--- src/rtl/calc_sequencer_2bit.sv ---
// Operand-entry sequencer: conditions the raw front-panel buttons and enforces
// the A -> B load order, issuing one-cycle load/clear strobes to the datapath.
module calc_sequencer_2bit #(
  parameter int DB_CYCLES      = 4,
  parameter int TIMEOUT_CYCLES = 16
) (
  input  logic       clk,
  input  logic       rst,
  input  logic       btnLoadA,
  input  logic       btnLoadB,
  input  logic       btnClear,
  output logic       loadA,
  output logic       loadB,
  output logic       clr_pulse,
  output logic [1:0] state,
  output logic       result_valid,
  output logic       err
);

  localparam logic [1:0] ST_IDLE   = 2'b00;
  localparam logic [1:0] ST_HAVE_A = 2'b01;
  localparam logic [1:0] ST_DONE   = 2'b10;

  localparam int DBW = (DB_CYCLES > 1) ? $clog2(DB_CYCLES) : 1;
  localparam logic [DBW-1:0] DB_LAST = DBW'(DB_CYCLES - 1);

  localparam int TW = $clog2(TIMEOUT_CYCLES + 2);
  localparam logic [TW-1:0] TO_LAST =
    (TIMEOUT_CYCLES > 0) ? TW'(TIMEOUT_CYCLES - 1) : '0;

  // Bit order for all per-button vectors: [2] clear, [1] B, [0] A.
  logic [2:0]     btn_raw;
  logic [2:0]     sync_1;
  logic [2:0]     sync_2;
  logic [2:0]     db_level;
  logic [2:0]     db_prev;
  logic [2:0]     press;
  logic [DBW-1:0] db_cnt [3];
  logic [TW-1:0]  to_cnt;
  logic           ev_clr;
  logic           ev_a;
  logic           ev_b;
  logic           timeout_hit;

  assign btn_raw = {btnClear, btnLoadB, btnLoadA};
  assign press   = db_level & ~db_prev;
  assign ev_clr  = press[2];
  assign ev_a    = press[1 - 1];
  assign ev_b    = press[1];

  // The counter sits one below the limit on the edge that would make it reach
  // TIMEOUT_CYCLES, so the abort lands exactly TIMEOUT_CYCLES cycles after entry.
  assign timeout_hit = (TIMEOUT_CYCLES > 0) && (to_cnt == TO_LAST);

  always_ff @(posedge clk or posedge rst) begin
    if (rst) begin
      sync_1   <= '0;
      sync_2   <= '0;
      db_level <= '0;
      db_prev  <= '0;
      for (int i = 0; i < 3; i++) begin
        db_cnt[i] <= '0;
      end
    end else begin
      sync_1  <= btn_raw;
      sync_2  <= sync_1;
      db_prev <= db_level;
      for (int i = 0; i < 3; i++) begin
        if (sync_2[i] == db_level[i]) begin
          db_cnt[i] <= '0;
        end else if (db_cnt[i] == DB_LAST) begin
          db_level[i] <= sync_2[i];
          db_cnt[i]   <= '0;
        end else begin
          db_cnt[i] <= db_cnt[i] + 1'b1;
        end
      end
    end
  end

  // Only the highest-priority press is acted on; lower ones are dropped.
  always_ff @(posedge clk or posedge rst) begin
    if (rst) begin
      loadA        <= 1'b0;
      loadB        <= 1'b0;
      clr_pulse    <= 1'b0;
      state        <= ST_IDLE;
      result_valid <= 1'b0;
      err          <= 1'b0;
      to_cnt       <= '0;
    end else begin
      loadA     <= 1'b0;
      loadB     <= 1'b0;
      clr_pulse <= 1'b0;
      if (ev_clr) begin
        clr_pulse    <= 1'b1;
        err          <= 1'b0;
        result_valid <= 1'b0;
        state        <= ST_IDLE;
        to_cnt       <= '0;
      end else if (ev_a) begin
        loadA        <= 1'b1;
        result_valid <= 1'b0;
        state        <= ST_HAVE_A;
        to_cnt       <= '0;
      end else if (ev_b) begin
        case (state)
          ST_HAVE_A: begin
            loadB  <= 1'b1;
            state  <= ST_DONE;
            to_cnt <= '0;
          end
          ST_DONE: begin
            loadB        <= 1'b1;
            result_valid <= 1'b0;
          end
          default: err <= 1'b1;
        endcase
      end else begin
        case (state)
          ST_HAVE_A: begin
            if (timeout_hit) begin
              err    <= 1'b1;
              state  <= ST_IDLE;
              to_cnt <= '0;
            end else if (to_cnt != '1) begin
              to_cnt <= to_cnt + 1'b1;
            end
          end
          // Any load strobe has retired by now, so both registers hold the pair.
          ST_DONE: result_valid <= 1'b1;
          default: to_cnt <= '0;
        endcase
      end
    end
  end

endmodule

--- config.mk ---
export PLATFORM = sky130hd
export DESIGN_NAME = calc_sequencer_2bit
export DESIGN_NICKNAME = d
export VERILOG_FILES = /design/src/rtl/calc_sequencer_2bit.sv
export SDC_FILE = /design/constraint.sdc
export NUM_CORES = 1
export LEC_CHECK = 0
export ABC_AREA = 0
export CORE_ASPECT_RATIO = 0.8
export CORE_MARGIN = 3
export CORE_UTILIZATION = 50
export DETAILED_ROUTE_END_ITERATION = 10
export MAX_ROUTING_LAYER = met4
export PLACE_DENSITY = 0.69
export REMOVE_ABC_BUFFERS = 1
export SLEW_MARGIN = 40
export SYNTH_ARGS = -nofsm -noshare
export SYNTH_HDL_FRONTEND = slang
export SYNTH_SLANG_ARGS = --single-unit
--- constraint.sdc ---
create_clock -name clk -period 4.15 [get_ports clk]
set_clock_uncertainty 0.05 [all_clocks]
set_input_delay 0.83 -clock clk [delete_from_list [all_inputs] [get_ports clk]]
set_output_delay 0.83 -clock clk [all_outputs]
set_load 0.03 [all_outputs]
[Word level (Yosys, flattened, before mapping)]
Index checks and enable logic that the tools add are counted.
Cells by class
  add/subtract/negate cells: 4
  multipliers: 0
  divide/modulo/power cells: 0
  magnitude comparators: 0
  eq/ne operators: 15
  shift operators: 0
  multiplexer cells: 37
  bitwise logic cells: 5
  reductions and logical operators: 12
Operator list (number)
  5-bit 2-to-1 mux: 6
  2-bit 2-to-1 mux: 12
  1-bit 2-to-1 mux: 18
  3-bit nonzero test: 4
  5-bit case mux with 2 select lines: 1
  2-bit == test, second input constant: 4
  2-bit AND reduction: 4
  2-bit by 1-bit adder with 2-bit output, second input constant: 3
  6-bit != test, second input constant: 1
  5-bit by 1-bit adder with 5-bit output, second input constant: 1
  5-bit by 4-bit == test with 1-bit output, second input constant: 1
  5-bit != test, second input constant: 1
  4-bit by 2-bit != test with 1-bit output, second input constant: 1
  4-bit != test, second input constant: 1
  4-bit AND reduction: 1
  4-bit nonzero test: 1
  3-bit bitwise AND: 1
  1-bit == test: 3
  3-bit by 2-bit != test with 1-bit output, second input constant: 1
  1-bit NOT: 3
  3-bit NOT: 1
  3-bit AND reduction: 1
  2-bit by 1-bit == test with 1-bit output, second input constant: 1
  2-bit by 1-bit != test with 1-bit output, second input constant: 1
  2-bit OR reduction: 1
Word-level totals
  bits in registers: 30
  latch bits: 0
  RAM bits: 0
  memory bits (read-only): 0
  input port bits: 5
  logic and storage cells: 89
  memories kept: 0

[Depth between registers and ports, before layout]
Gate-level depths: netlist (run 1).
  depth in word-level cells: 7
  mapped depth: 6
  depth with buffers taken out: 6

[Worst setup path after synthesis (run 1)]
OpenSTA, ideal clock, no wires.
  kind: register to register
  start: register state[1]
  end: register to_cnt[1]
  arrival time: 1.675 ns
  data required time: 3.972 ns
  path slack: 2.298 ns
  cell stages (with the launch flop): 7
  buffers on the path: 0
  period minus slack after synthesis: 1.852 ns
  cells stage by stage: dfrtp_1 > inv_1 > ha_1 > nand2_1 > or3_4 > a21oi_4 > mux2_1
Between the ends
  longest elaborated chain between the ends: 5
RTL lines
  start: declaration: RTL line 15  | output logic [1:0] state,
  start signal: assignment: RTL line 87  | state <= ST_IDLE;
  start signal: assignment: RTL line 99  | state <= ST_IDLE;
  start signal: assignment: RTL line 104  | state <= ST_HAVE_A;
  2-bit == test or 2-bit by 1-bit == test with 1-bit output (tied branches): RTL line 120, 107
  5-bit case mux with 2 select lines: RTL line 120  | case (state)
  5-bit 2-to-1 mux: RTL line 106  | end else if (ev_b) begin
  5-bit 2-to-1 mux: RTL line 101  | end else if (ev_a) begin
  5-bit 2-to-1 mux: RTL line 95  | if (ev_clr) begin
  end signal: assignment: RTL line 127  | to_cnt <= to_cnt + 1'b1;
  end: declaration: RTL line 39  | logic [TW-1:0] to_cnt;
Parallel ways exist; a longest one is shown, timed or not.
A chain may end at the register's enable or synchronous reset.

[Final worst setup path (run 1)]
  start: register state[1]
  end: output port state[1]
No word-level cell between the ends.

==> metrics.csv, run 1 <==
metric,value,unit
status,finished clean,
end_kind,output port,
vias,776,
post-route-period-util,54.8,%
cts_tree,built,
grt_pass1_wl,3.53,mm
finalPower,1.03,mW
first_pass_iters,4,
placed_area,1380,µm²
maxCapViolCount,0,
async_flop_share,100,%
clkSinkCount,30,
ant_nets,0,
dieWidth,61.5,µm
synth_cells,98,
port_buffers,11,
drt_iter0_markers,16,
stdcell_count,142,
slowest_stage,clkdlybuf4s50_1,
seq_area_frac_synth,60.9,%
worstPathMaxFanout,4,
gp_congestion,0.801,
max_freq,0.439,GHz
drcViolationCount,0,
setup_violations,0,
postCtsSetupBuffers,0,
finalWorstSetupSlack,1.87,ns
clock_latency,0.32,ns
yosysWarnings,0,
dp_cells,134,
startpoint_type,flip-flop,
place_ws,2.22,ns
synthXorXnorAreaFrac,2.84,%
cts_hold_repair.buffers,0,
crit_buf_inv,1,
grt_use_total,17.1,%
cp_top_family,buffers and inverters,
worstSetupPathType,flip-flop to output port,
timing.hold.ws,0.310,ns
io_pins,12,
synth_cell_types,31,
period_needed,2.28,ns
synth_mux_area_share,3.65,%
areaGrowthSynthToFinish,16.3,%
worstPathCellList,clkdlybuf4s50_1,
nets,127,
path_clk_slew,0.08,ns
diodes,0,
slew_headroom,59.9,%
worst_pin_slew,0.601,ns
rows,15,
wire_per_inst,14.5,µm
hold_class,flip-flop to flip-flop,
post_cts_resized,0,
fin_tns_setup,0,ns
vias_per_cell,5.46,
drv_slew,0,
final_core_util,63.7,%
synth_seq_cells,30,
syn_area_per_cell,12.6,µm²
cts_max_path_buffers,2,
synth_enable_flop_cells,0,
grt_overflow,0,
fin_area,1440,µm²
synth_top_family_by_area,simple AND/OR/NAND/NOR gates,
p_leak,0.641,nW
ys.flop_type,dfrtp_1,
power_density,715,nW/µm²
htreeDepth,2,
ff_latch_area,751,µm²
vdd_drop_max,378,µV
die_h,50.4,µm
dieArea,3100,µm²
place_hpwl,1.50,mm
critical-path-max-stage-delay,0.69,ns
initial_utilization,54.8,%
clockRootBuffer,clkbuf_4,
multi_input_area,464,µm²
drive_above_1_share,15.4,%
grt_max_degree,31,
critPathArrivalTime,1.40,ns
wirelength,2.05,mm
rsz0062_at_grt,no,
antenna_found_initial,0,
synth-simple-area-share,16.9,%
crit_required,3.27,ns
fill_cells,185,
grt_pass1_vias,754,
hold_viol,0,
cts_buffers,5,
synth_fa_ha_area_share,6.09,%
netlist_area,1230,µm²
core,2250,µm²
synth_compound_area_share,8.11,%
report_power, final:
part | internal [mW] | leakage (nW) | switching [mW] | total, mW
clock network | 0.0820 | 0.0353 | 0.0934 | 0.175
logic | 0.176 | 0.224 | 0.237 | 0.413
registers | 0.382 | 0.381 | 0.0563 | 0.438
kinds of logic (layout without fill, tap and decap cells):
group | Yosys count | in the layout
AOI/OAI and AO/OA | 13 | 13
and+or+nand+nor | 36 | 36
buffers and inverters | 5 | 24
xor gates and xnor gates | 4 | 4
muxes | 4 | 4
DFF | 30 | 30
adders and majority gates | 6 | 6
final timing paths:
kind                           start          end  slack [ns]  cells past startpoint
hold / removal             sync_1[0]    sync_2[0]        0.31                      0
max in group asynchronous        rst    to_cnt[4]        2.81                      2
min in group asynchronous        rst  db_level[0]        0.84                      2
setup reg to reg            state[1]    to_cnt[1]        2.28                      6
setup / recovery            state[1]     state[1]        1.87                      1
hold reg to reg            sync_1[0]    sync_2[0]        0.31                      0
metal layers:
layer	track usage, %	part of all wire (%)
met1	22.4	48
met3	6.17	3.9
met5	-	0
met2	22.8	47
met4	9.54	1.7
sequential cells by signal, indices dropped and copies added, names as in the netlist:
name	count
clr_pulse	1
db_cnt	6
db_level	3
db_prev	3
err	1
loadA	1
loadB	1
result_valid	1
state	2
sync_1	3
sync_2	3
to_cnt	5
cell type report:
| type | instances | area share (%) |
|---|---|---|
| tap | 25 | 2.18 |
| clock buffer | 7 | 3.84 |
| inverter | 5 | 1.31 |
| sequential | 30 | 52.3 |
| timing repair buffer | 11 | 7.67 |
| multi-input combinational | 63 | 32.3 |
| clock inverter | 1 | 0.349 |
synth_stat cells (2+ instances only):
cell	instances	area, µm²
a21oi_1	2	10.0
nor2b_1	3	18.8
a211oi_1	3	22.5
nand2b_1	3	18.8
nor2_1	4	15.0
xnor2_1	4	35.0
nand3_1	3	15.0
ha_1	6	75.1
mux2_2	3	33.8
dfrtp_1	30	751
nor3_1	7	35.0
inv_1	4	15.0
nand2_1	7	26.3
o21ai_1	2	10.0
layout by cell type, fill, tap and decap left out, types with 2 or more instances in the layout:
cell type and instances:
a211oi_1 3, ha_1 6, nor2b_1 3, nor3_1 7
xnor2_1 4, nand2b_1 3, o21ai_1 2, clkdlybuf4s50_1 11
nand3_1 3, clkbuf_4 5, a21oi_1 2, dfrtp_1 30
inv_2 2, inv_1 3, nor2_1 4, mux2_2 3
nand2_1 7
Power figures use the tool's default switching activity.
==> run 2: changes to the inputs <==
clock period = 2.27 ns   (was 4.15 ns; I/O delays follow)
==> run 2 against run 1 <==
Against the previous run:
- global-route usage shrank 0.99 points
- non-clock buffer count grew 1
- routed wire length shrank 4.7%
- first-iteration DRC count grew 130%
- core utilization grew 1.8 points
- sequential share of layout area shrank 1.5 points
- design area grew 2.9%
- critical path type unchanged
- highest routed layer unchanged
==> metrics.csv, run 2 (synthesis results as in run 1) <==
metric,value,unit
worstSetupPathType,flip-flop to output port,
fin_tns_setup,0,ns
min_from,sync_1[1],
postCtsSetupBuffers,0,
final_cell_mix,"dfrtp_1 (30), clkdlybuf4s50_1 (11), nand2_1 (7), nor3_1 (7), ha_1 (6)",
ant_nets,0,
end_kind,output port,
cts_tree,built,
grt_use_total,16.1,%
critPathArrivalTime,1.42,ns
grt_pass1_vias,791,
worst_pin_slew,0.541,ns
layout_commonest_cell,dfrtp_1,
initial_utilization,54.8,%
startpoint_type,flip-flop,
first_pass_iters,5,
dieArea,3100,µm²
maxCapViolCount,0,
core,2250,µm²
status,finished clean,
gp_congestion,0.813,
period_needed,1.92,ns
stdcell_count,142,
rsz0062_at_grt,no,
largest_reg_flops,6,
post-route-period-util,84.6,%
timing.rr.end,to_cnt[1],
crit_required,1.77,ns
place_ws,0.455,ns
die_h,50.4,µm
io_pins,12,
cp_top_family,buffers and inverters,
vias,791,
dp_cells,135,
ff2ff_path_depth,6,
hold_viol,0,
min_path_cells,0,
cts_max_path_buffers,2,
wire_per_inst,13.8,µm
slowest_stage,clkdlybuf4s50_1,
nets,128,
r2r_setup_slack,0.43,ns
areaGrowthSynthToFinish,19.7,%
finalPower,1.98,mW
grt_max_degree,19,
dieWidth,61.5,µm
grt_pass1_wl,3.44,mm
clock_latency,0.32,ns
clkSinkCount,30,
path_clk_slew,0.09,ns
clockRootBuffer,clkbuf_4,
diodes,0,
reg.largest.list,"db_cnt: 6 flops, to_cnt: 5 flops",
max_freq,0.521,GHz
cts_hold_repair.buffers,0,
setup_violations,0,
rows,15,
drv_slew,0,
port_buffers,11,
wirelength,1.96,mm
vdd_drop_max,669,µV
power_density,1340,nW/µm²
drcViolationCount,0,
post_cts_resized,0,
hold_end,sync_2[1],
hold_class,flip-flop to flip-flop,
grt_overflow,0,
rr_startpoint,state[1],
drive_above_1_share,15.4,%
place_hpwl,1.44,mm
vias_per_cell,5.57,
htreeDepth,2,
critical-path-max-stage-delay,0.69,ns
p_leak,0.660,nW
timing.hold.ws,0.309,ns
worstPathCellList,clkdlybuf4s50_1,
drt_iter0_markers,36,
slew_headroom,63.9,%
crit_buf_inv,1,
finalWorstSetupSlack,0.349,ns
cts_buffers,5,
worstPathMaxFanout,4,
top_register,db_cnt,
antenna_found_initial,0,
run 2: cell types whose count changed in the layout (fill, tap and decap cells not counted):
cell / previous run / this run
buf_12: 0 / 1
bufinv_16: 0 / 1
clkbuf_1: 1 / 0
clkinv_2: 1 / 0
inv_1: 3 / 4
inv_2: 2 / 1
run 2: worst max path at each step:
stage / from / to / slack, ns / cells after the start
floorplan: state[1] / to_cnt[1] / 0.42 / 6
global placement: state[1] / to_cnt[1] / 0.51 / 6
detailed placement: state[1] / to_cnt[1] / 0.46 / 6
CTS: state[1] / state[1] / 0.34 / 1
global route: state[1] / state[1] / 0.30 / 1
finish: state[1] / state[1] / 0.35 / 1
run 2: per-layer routing:
metal / track usage [%] / part of all wire, % / vias to the layer above
li1: - / - / 380
met1: 21.9 / 48 / 377
met2: 20.4 / 44 / 28
met3: 5.66 / 5.5 / 6
met4: 9.89 / 2.6 / 0
met5: - / 0 / -
run 2: stage by stage:
stage | utilization, % | cell area (µm²)
after floorplan | - | 1230
after global placement | 61.9 | 1400
after detailed placement | 61.9 | 1400
after CTS | 65.6 | 1480
after global routing | 65.6 | 1480
final | 65.6 | 1480
run 2: layout make-up:
type                            instances  area, µm²
Clock buffer                            6       51.3
Clock inverter                          1       30.0
Fill cell                             170        776
Inverter                                5       18.8
Multi-Input combinational cell         63        464
Sequential cell                        30        751
Tap cell                               25       31.3
Timing Repair Buffer                   12        130
run 2: power breakdown:
| group | switching (mW) | leakage (nW) | internal [mW] | total, mW |
|---|---|---|---|---|
| clock | 0.171 | 0.0443 | 0.256 | 0.427 |
| combinational | 0.430 | 0.235 | 0.324 | 0.754 |
| sequential | 0.103 | 0.381 | 0.698 | 0.801 |
| total | 0.705 | 0.660 | 1.28 | 1.98 |
==> run 3: changes to the inputs <==
clock period = 1.9 ns   (was 2.27 ns; I/O delays follow)
==> run 3 against run 2 <==
Against the previous run:
- core utilization down 0.11 points
- combinational power grew 19%
- routed wire length rose by 0.31%
- worst setup slack got worse by 0.27 ns
- sequential share of layout area grew 0.087 points
- critical path type unchanged
==> metrics.csv, run 3 (synthesis results as in run 1) <==
metric,value,unit
antenna_found_initial,0,
vdd_drop_max,701,µV
reg.largest.list,"db_cnt: 6 flops, to_cnt: 5 flops",
maxCapViolCount,0,
vias_per_cell,5.35,
cts_max_path_buffers,2,
setup_violations,0,
dieWidth,61.5,µm
clkSinkCount,30,
drt_iter0_markers,29,
htreeDepth,2,
io_pins,12,
end_kind,output port,
rows,15,
p_leak,0.659,nW
areaGrowthSynthToFinish,19.5,%
grt_overflow,0,
grt_pass1_vias,748,
post-route-period-util,95.9,%
clockRootBuffer,clkbuf_4,
path_clk_slew,0.09,ns
fill_cells,174,
cts_hold_repair.buffers,0,
finalWorstSetupSlack,0.0780,ns
grt_use_total,16.9,%
placed_area,1390,µm²
vias,765,
critPathArrivalTime,1.39,ns
cts_buffers,5,
cts_tree,built,
port_buffers,11,
worst_pin_slew,0.339,ns
hold_class,input pin to async pin,
diodes,0,
worstPathCellList,clkdlybuf4s50_1,
first_pass_iters,4,
clock_latency,0.31,ns
hold_viol,0,
critical-path-max-stage-delay,0.69,ns
worstSetupPathType,flip-flop to output port,
ant_nets,0,
worstPathMaxFanout,4,
drcViolationCount,0,
die_h,50.4,µm
drive_above_1_share,16.9,%
rsz0062_at_grt,no,
final_cell_mix,"dfrtp_1 (30), clkdlybuf4s50_1 (11), nand2_1 (7), nor3_1 (7)",
place_hpwl,1.45,mm
nets,129,
place_ws,0.0823,ns
gp_congestion,0.814,
top_register,db_cnt,
fin_tns_setup,0,ns
core,2250,µm²
max_freq,0.549,GHz
crit_buf_inv,1,
grt_pass1_wl,3.55,mm
crit_required,1.47,ns
slew_headroom,77.3,%
wirelength,1.96,mm
postCtsSetupBuffers,0,
startpoint_type,flip-flop,
status,finished clean,
layout_commonest_cell,dfrtp_1,
grt_max_degree,19,
dieArea,3100,µm²
fin_area,1470,µm²
final_core_util,65.4,%
initial_utilization,54.8,%
wire_per_inst,13.7,µm
power_density,1600,nW/µm²
period_needed,1.82,ns
drv_slew,0,
largest_reg_flops,6,
slowest_stage,clkdlybuf4s50_1,
timing.hold.ws,0.306,ns
cp_top_family,buffers and inverters,
==> run 3: cell count changes in the layout (fill, tap and decap cells not counted) <==
cell and change:
ha_1 -1, ha_2 +1, buf_12 -1, buf_4 +2
==> run 3: worst register-to-register path, delay by kind of cell (launching register included) <==
kind	cells	cell delay (ns)
mux	1	0.33
fa+ha+maj	1	0.25
flops	1	0.40
compound gates	1	0.14
simple gates	2	0.51
==> run 3: area by class of cell <==
cell class / instances / area [µm²] / share of cell area (%)
Clock inverter: 1 / 30.0 / 2.04
Tap cell: 25 / 31.3 / 2.12
Inverter: 5 / 18.8 / 1.27
Sequential cell: 30 / 751 / 50.9
Clock buffer: 6 / 51.3 / 3.48
Multi-Input combinational cell: 63 / 467 / 31.7
Timing Repair Buffer: 13 / 125 / 8.49
==> run 3: worst paths after layout <==
| path | start | to | slack (ns) | cells past startpoint |
|---|---|---|---|---|
| setup / recovery | state[1] | state[1] | 0.08 | 1 |
| max in group asynchronous | rst | loadA | 1.27 | 3 |
| setup reg to reg | to_cnt[1] | to_cnt[1] | 0.11 | 5 |
| hold reg to reg | sync_1[1] | sync_2[1] | 0.31 | 0 |
| hold / removal | rst | db_prev[1] | 0.31 | 3 |
| min in group clk | sync_1[1] | sync_2[1] | 0.31 | 0 |
==> run 3: stage by stage <==
step / total power [mW] / instances
3_5_place_dp: 1.87 / 136
4_1_cts: 2.39 / 143
6_report: 2.36 / 143
5_1_grt: 2.55 / 143
3_3_place_gp: 1.85 / 136
2_1_floorplan: 1.59 / 98
==> run 3: where the power goes <==
group,internal (mW),switching [mW],total [mW]
logic,0.389,0.506,0.895
clock network,0.306,0.201,0.507
registers,0.834,0.123,0.957
total,1.53,0.830,2.36
==> run 3: routing by layer <==
layer  global-route usage (%)  up-vias  part of all wire, %
li1                         -      382                    -
met1                     23.4      366                   48
met2                     21.6       15                   46
met3                     7.46        2                  5.1
met4                     6.71        0                 0.76
met5                        -        -                    0
==> run 3: repair_timing <==
item                       4_1_cts  5_1_grt
setup endpoints to repair        0        1
gates resized for setup          0        1
hold endpoints to repair         0        0
